`config.mk`:
```
export PLATFORM = sky130hd
export DESIGN_NAME = nor_vector_driver
export DESIGN_NICKNAME = d
export VERILOG_FILES = /design/src/rtl/nor_vector_driver.sv
export SDC_FILE = /design/constraint.sdc
export NUM_CORES = 1
export LEC_CHECK = 0
export CAP_MARGIN = 20
export CORE_MARGIN = 2
export CORE_UTILIZATION = 43
export DETAILED_ROUTE_END_ITERATION = 10
export PLACE_DENSITY_LB_ADDON = 0.2
export SYNTH_ARGS = -nofsm -noshare
export SYNTH_HDL_FRONTEND = slang
export SYNTH_SLANG_ARGS = --single-unit
```
`constraint.sdc`:
```
create_clock -name clk -period 1.63 [get_ports clk]
set_input_delay 0.163 -clock clk [delete_from_list [all_inputs] [get_ports clk]]
set_output_delay 0.163 -clock clk [all_outputs]
set_load 0.01 [all_outputs]
```
`src/rtl/nor_vector_driver.sv`:
```
// Stimulus driver and return-path checker for a 2-input NOR cell.
// Steps {in2,in1} through 00,01,10,11 for NPASS passes and counts output mismatches.
module nor_vector_driver #(
  parameter int SETTLE = 2,
  parameter int NPASS  = 4,
  parameter int CNT_W  = 8
) (
  input  logic             clk,
  input  logic             rst,
  input  logic             start,
  input  logic             dut_out,
  output logic             in1,
  output logic             in2,
  output logic             busy,
  output logic             done,
  output logic             pass,
  output logic [CNT_W-1:0] err_count,
  output logic             fail_valid,
  output logic [1:0]       fail_vec
);

  typedef enum logic [2:0] {
    ST_IDLE,
    ST_APPLY,
    ST_SETTLE,
    ST_CHECK,
    ST_DONE
  } state_t;

  localparam int SC_W = (SETTLE > 1) ? $clog2(SETTLE) : 1;
  localparam int PC_W = $clog2(NPASS + 1);
  localparam logic [SC_W-1:0]  SETTLE_LAST = SC_W'((SETTLE > 0) ? SETTLE - 1 : 0);
  localparam logic [PC_W-1:0]  PASS_LAST   = PC_W'(NPASS - 1);
  localparam logic [CNT_W-1:0] ERR_MAX     = '1;

  state_t          state, state_nxt;
  logic [1:0]      idx;
  logic [PC_W-1:0] pass_cnt;
  logic [SC_W-1:0] settle_cnt;
  logic            expected;
  logic            mismatch;
  logic            last_vec;

  assign expected = ~(in1 | in2);
  // NOTE: case inequality makes an X or Z from the cell count as a mismatch in simulation.
  assign mismatch = (dut_out !== expected);
  assign last_vec = (idx == 2'd3) && (pass_cnt == PASS_LAST);

  always_ff @(posedge clk) begin
    if (rst) state <= ST_IDLE;
    else     state <= state_nxt;
  end

  always_comb begin
    state_nxt = state;
    case (state)
      ST_IDLE:   if (start) state_nxt = ST_APPLY;
      ST_APPLY:  state_nxt = (SETTLE == 0) ? ST_CHECK : ST_SETTLE;
      ST_SETTLE: if (settle_cnt == SETTLE_LAST) state_nxt = ST_CHECK;
      ST_CHECK:  state_nxt = last_vec ? ST_DONE : ST_APPLY;
      ST_DONE:   if (start) state_nxt = ST_APPLY;
      default:   state_nxt = ST_IDLE;
    endcase
  end

  always_comb begin
    busy = (state == ST_APPLY) || (state == ST_SETTLE) || (state == ST_CHECK);
    done = (state == ST_DONE);
    pass = done && (err_count == '0);
  end

  always_ff @(posedge clk) begin
    if (rst) begin
      in1        <= 1'b0;
      in2        <= 1'b0;
      idx        <= '0;
      pass_cnt   <= '0;
      settle_cnt <= '0;
      err_count  <= '0;
      fail_valid <= 1'b0;
      fail_vec   <= '0;
    end else begin
      case (state)
        ST_IDLE, ST_DONE: begin
          if (start) begin
            idx        <= '0;
            pass_cnt   <= '0;
            err_count  <= '0;
            fail_valid <= 1'b0;
            fail_vec   <= '0;
          end
        end
        ST_APPLY: begin
          in1        <= idx[0];
          in2        <= idx[1];
          settle_cnt <= '0;
        end
        ST_SETTLE: settle_cnt <= settle_cnt + 1'b1;
        ST_CHECK: begin
          if (mismatch) begin
            if (err_count != ERR_MAX) err_count <= err_count + 1'b1;
            if (!fail_valid) begin
              fail_valid <= 1'b1;
              fail_vec   <= {in2, in1};
            end
          end
          idx <= idx + 2'd1;
          if (idx == 2'd3) pass_cnt <= pass_cnt + 1'b1;
        end
        default: ;
      endcase
    end
  end

endmodule

```
==> flow_metrics.env <==
export IMPL_yosys_register_bits=22
export IMPL_yosys_warnings=0
export IMPL_io_pins=20
export IMPL_relSlewSlack_pct=74.2
export IMPL_drive_above_1_share_pct=25.6
export IMPL_antenna_found_initial=0
export IMPL_grt_ovfl_total=0
export IMPL_hold_start="pass_cnt[2]"
export IMPL_dr_wl_met3_um=182
export IMPL_grt_pass1_wl_um=4940
export IMPL_cts_sink_count=22
export IMPL_slew_viol_final=0
export IMPL_chipHeight_um=56.2
export IMPL_worstSetupPathType="flop to flop"
export IMPL_drcViolationCount=0
export IMPL_cts_max_level=1
export IMPL_r2r_start="err_count[0]"
export IMPL_clk_pin_slew_ns=0.13
export IMPL_critPathSlowestCell="or4_1"
export IMPL_min_path_type="flop to flop"
export IMPL_tightestPinTransition_ns=0.387
export IMPL_fp_dieW_um=56.2
export IMPL_reg2reg_setup_slack_ns=0.003
export IMPL_arrival_ns=1.89
export IMPL_wl_per_cell_um=14.9
export IMPL_synth_area_leaders="dfxtp_1, nor2_1, ha_1, a21oi_1, nand3_1"
export IMPL_diodes=0
export IMPL_vias=1185
export IMPL_stdcell_area_um2=1590
export IMPL_place_area_um2=1520
export IMPL_numCtsBuffers=3
export IMPL_fin_nets=186
export IMPL_cts_root_buffer_cell="clkbuf_4"
export IMPL_core_region_area_um2=2520
export IMPL_grt_setup_unrepaired="yes"
export IMPL_met2_length_um=1470
export IMPL_ys_seq_area_share_pct=37.6
export IMPL_initial_core_util_pct=46.4
export IMPL_synth_nets=147
export IMPL_fin_crit_ns=1.63
export IMPL_synth_main_ff_cell="dfxtp_1"
export IMPL_max_stage_delay_ns=0.47
export IMPL_rows=18
export IMPL_maxCapViolations=0
export IMPL_hold_slack_ns=0.484
export IMPL_start_kind="flop"
export IMPL_yosys_cell_count_top_type="dfxtp_1"
export IMPL_cp_cell_sequence="ha_2 > and4_4 > and3_2 > or4_1 > a21oi_1"
export IMPL_yosysTopAreaCell="dfxtp_1"
export IMPL_syn_area_um2=1170
export IMPL_gr_usage_all_layers_pct=19.8
export IMPL_met1_length_um=1400
export IMPL_finalCritPeriodShare_pct=99.8
export IMPL_worstHoldEndpoint="pass_cnt[2]"
export IMPL_synth_top_area_share_pct=37.6
export IMPL_drt_pre_antenna_iters=4
export IMPL_cts_tree="done"
export IMPL_top_layer="met4"
export IMPL_setup_tns_ns=0
export IMPL_peakVddDrop_mv=0.514
export IMPL_clk_latency_ns=0.32
export IMPL_critical_path_required_ns=1.89
export IMPL_async_reset_ff_share_pct=0
export IMPL_synth_edff_count=0
export IMPL_dp_hpwl_um=2300
export IMPL_syn_to_final_growth_pct=35.7
export IMPL_cp_max_fo=5
export IMPL_cp_end_kind="flop"
export IMPL_syn_avg_cell_area_um2=8.48
export IMPL_rr_endpoint="err_count[3]"
export IMPL_grt_max_degree=13
export IMPL_dieArea_um2=3150
export IMPL_clock_fmax_mhz=615
export IMPL_grt_pass1_vias=1055
export IMPL_timing_hold_violations_final=0
export IMPL_r2r_cells=5
export IMPL_status="finished, final reports clean"
export IMPL_holdBufCountCts=0
export IMPL_final_antenna_net_count=0
export IMPL_final_fill_count=217
export IMPL_synth_cell_type_count=47
export IMPL_powerDensity_nw_per_um2=645
export IMPL_wl_um=3070
export IMPL_avgViaCountPerCell=5.75
export IMPL_initialDrtViolationCount=38
export IMPL_power_leakage_uw=0.000634
export IMPL_postSynthCellCount=138
export IMPL_synth_top_cells_by_count="dfxtp_1, nor2_1, a21oi_1, inv_1, nand2_1"
export IMPL_setup_viol_count_final=0
export IMPL_whs_path_depth=2
export IMPL_finalClockSkew_ns=0.00963
export IMPL_cts_max_path_buffers=2
export IMPL_port_buffers=19
export IMPL_gp_congestion=0.873
## cells in the final DEF, fill, tap and decap left out, types with 3 or more instances in the layout
master and count:
buf_4 21, mux2i_1 3, inv_1 7, dfxtp_1 17, dfxtp_2 5, clkdlybuf4s50_1 16, nand2b_1 3, nand2_1 8
nor2_1 17, clkbuf_4 3, nand3_1 7, ha_1 4, a21oi_1 8, o211ai_1 3
## per-layer routing
layer,global-route usage [%],vias up
met1,27.4,551
met3,5.12,4
met2,31.1,34
met4,3.74,0
li1,-,596
met5,0,-
## critical path, delay by kind of cell, from the launching register on
kind | cells | cell delay, ns
flip-flops | 1 | 0.37
adder cells (fa/ha/maj) | 1 | 0.18
AND/OR/NAND/NOR | 3 | 0.90
AO/OA/AOI/OAI | 1 | 0.12
## repair_timing
action                                  in CTS  in global routing
endpoints found under the setup margin       7                 10
gates cloned                                 0                  0
pin swaps                                    0                  2
setup buffers                                0                  1
gates resized for setup                     10                  8
## how the worst max path moves through the flow
stage / slack, ns / to / start
floorplan: 0.03 / err_count[3] / err_count[0]
global placement: -0.04 / err_count[4] / dut_out
detailed placement: -0.09 / pass / state[2]
CTS: 0.007 / err_count[3] / err_count[3]
global route: -0.03 / err_count[3] / err_count[0]
finish: 0.003 / err_count[3] / err_count[0]
## layout make-up
type / count / area [µm²] / share of cell area (%)
repair buffers: 40 / 340 / 21.4
well taps: 30 / 37.5 / 2.36
clock buffers: 4 / 36.3 / 2.29
inverters: 8 / 30.0 / 1.89
flip-flops and latches: 22 / 447 / 28.1
multi-input cells: 102 / 697 / 43.9
## through the flow
stage / total power, µW / worst slack (ns) / cells / util (%)
6_report: 1020 / 0.00271 / 206 / 62.9
5_1_grt: 1070 / -0.0272 / 206 / 62.9
4_1_cts: 1030 / 0.00681 / 205 / 62.1
3_5_place_dp: 723 / -0.0914 / 201 / 60.4
3_3_place_gp: 719 / -0.0351 / 201 / 60.4
2_1_floorplan: 660 / 0.0296 / 138 / -
## power by group
| group | switching [µW] | leakage (µW) | internal [µW] |
|---|---|---|---|
| logic | 88.1 | 0.000433 | 66.4 |
| registers | 10.8 | 0.000180 | 548 |
| clock network | 173 | 0.0000210 | 137 |
| total | 272 | 0.000634 | 751 |
## flip-flops by register name, indices dropped and copies added, names as in the netlist
| signal | cells |
|---|---|
| err_count | 8 |
| fail_vec | 2 |
| idx | 2 |
| in1 | 1 |
| settle_cnt | 1 |
| fail_valid | 1 |
| in2 | 1 |
| state | 3 |
| pass_cnt | 3 |
## cell families (layout without fill, tap and decap cells)
logic type / after synthesis / count (layout) / share of synthesized area [%]
buf+inv: 14 / 52 / 4.81
compound gates: 35 / 35 / 21.5
mux: 4 / 4 / 3.53
xor+xnor: 1 / 1 / 0.749
flops: 22 / 22 / 37.6
fa+ha+maj: 5 / 5 / 5.35
simple gates: 57 / 57 / 26.4
Power figures use the tool's default switching activity.
==> RTL change, RTL diff (same settings) <==
Change the parameter `SETTLE` from 2 to 8.
--- a/src/rtl/nor_vector_driver.sv
+++ b/src/rtl/nor_vector_driver.sv
@@ -2,5 +2,5 @@
 // Steps {in2,in1} through 00,01,10,11 for NPASS passes and counts output mismatches.
 module nor_vector_driver #(
-  parameter int SETTLE = 2,
+  parameter int SETTLE = 8,
   parameter int NPASS  = 4,
   parameter int CNT_W  = 8
Formal check against the unedited RTL: not equivalent (Yosys sat finds a counterexample within 10 cycles, from zero or initial values and one cycle with rst high).
==> RTL change against the unedited design <==
The run now ends with setup timing left; first-iteration DRC count rose by 45%; wire length rose by 9.4%; setup slack worse by 0.029 ns; cell area rose by 19%; via count increased by 7.5%; area after synthesis rose by 8.9%; fmax is 1.7% lower; sequential cell count up 2; power rose by 20%; sequential power up 8.4%; critical endpoint unchanged.
==> RTL change: results (changes against the unedited design) <==
stage	metric	value	unit	change
detailed_routing	routed len/inst	14.5	µm	-2.9%
sta	Final Skew	0.00647	ns	-0.00317 ns
detailed_routing	initial DRC count	55		+45%
finish	share of layout cells above drive strength 1	0.343		+0.0876
global_routing	GR Util met1	0.274		about the same
detailed_routing	Post-Route M1 WL	1.57	mm	+12%
placed_design	Final GP Congestion	0.892		+2.2%
sta	final setup vio count	1		+1
logic_synthesis	Yosys cell types	44		-6.4%
logic_synthesis	Post-synth top cells	dfxtp_1 (24), nor2_1 (18), a21oi_1 (12), nand3_1 (11)		
placed_design	DP HPWL	2.35	mm	+2.1%
detailed_routing	met3 wire length	161	µm	-12%
sta	setup ws final	-0.0262	ns	-0.0290 ns
sta	setup TNS	-0.0262	ns	-0.0262 ns
global_routing	met2 usage in global routing	0.350		+0.0390
critical_path	cells on worst reg2reg path	4		-1
global_routing	vias in the first global route	1274		+21%
critical_path	Worst Path Arrival	1.92	ns	+0.03 ns
global_routing	first-pass GRT wire length	5.55	mm	+12%
run_status	status	finished with violations		
global_routing	met3 usage	0.0330		-0.0182
placed_design	pre-CTS setup slack	-0.324	ns	-0.232 ns
logic_synthesis	Post-Syn Nets	161		+9.5%
run_status	failing checks	setup timing		
finish	Fillers	224		+3.2%
detailed_routing	Post-Route WL	3.36	mm	+9.4%
global_routing	largest net degree at the start of global routing	15		+2
finish	Post-layout nets	213		+15%
detailed_routing	met2 wire length	1.61	mm	+9.4%
pwr	Leak	0.777	nW	+23%
RTL change: power by group:
group	total, mW	switching (mW)	internal, mW
registers	0.606	0.0102	0.595
clock network	0.441	0.192	0.248
logic	0.183	0.0889	0.0945
RTL change: worst max-delay path: cells and delay by family, from the launching register on:
kind            cells  cell delay, ns
flops               1            0.35
compound gates      2            0.37
simple gates        2            0.89
RTL change: what timing repair did:
| action | 4_1_cts | 5_1_grt |
|---|---|---|
| hold endpoints to repair | 0 | 0 |
| gates cloned | 1 | 0 |
| pin swaps | 3 | 5 |
| buffers inserted | 2 | 0 |
| resized for setup | 16 | 24 |
| endpoints found under the setup margin | 10 | 14 |
RTL change: kinds of logic after synthesis:
kind of cell	Yosys count	share of synthesized area
AND/OR/NAND/NOR	60	0.254
AO/OA/AOI/OAI	40	0.211
flip-flops	24	0.377
buffers and inverters	15	0.0580
adder cells (fa/ha/maj)	7	0.0688
multiplexers	3	0.0236
XOR/XNOR	1	0.00688
RTL change: final cells by class:
type | count | area [µm²] | share of cell area
clock buffer | 3 | 22.5 | 0.0119
clock inverter | 1 | 30.0 | 0.0159
inverter | 7 | 26.3 | 0.0139
multi-input combinational | 112 | 823 | 0.437
sequential | 24 | 492 | 0.261
tap | 31 | 38.8 | 0.0206
timing repair buffer | 54 | 453 | 0.240
RTL change: worst paths after layout:
| path | from | end | slack, ns |
|---|---|---|---|
| hold / removal | pass_cnt[1]$_SDFFE_PP0P_ | pass_cnt[1]$_SDFFE_PP0P_ | 0.49 |
| hold reg to reg | pass_cnt[1]$_SDFFE_PP0P_ | pass_cnt[1]$_SDFFE_PP0P_ | 0.49 |
| setup / recovery | in2$_SDFFE_PP0P_ | err_count[3]$_SDFFE_PP0P_ | -0.03 |
| setup reg to reg | in2$_SDFFE_PP0P_ | err_count[3]$_SDFFE_PP0P_ | -0.03 |
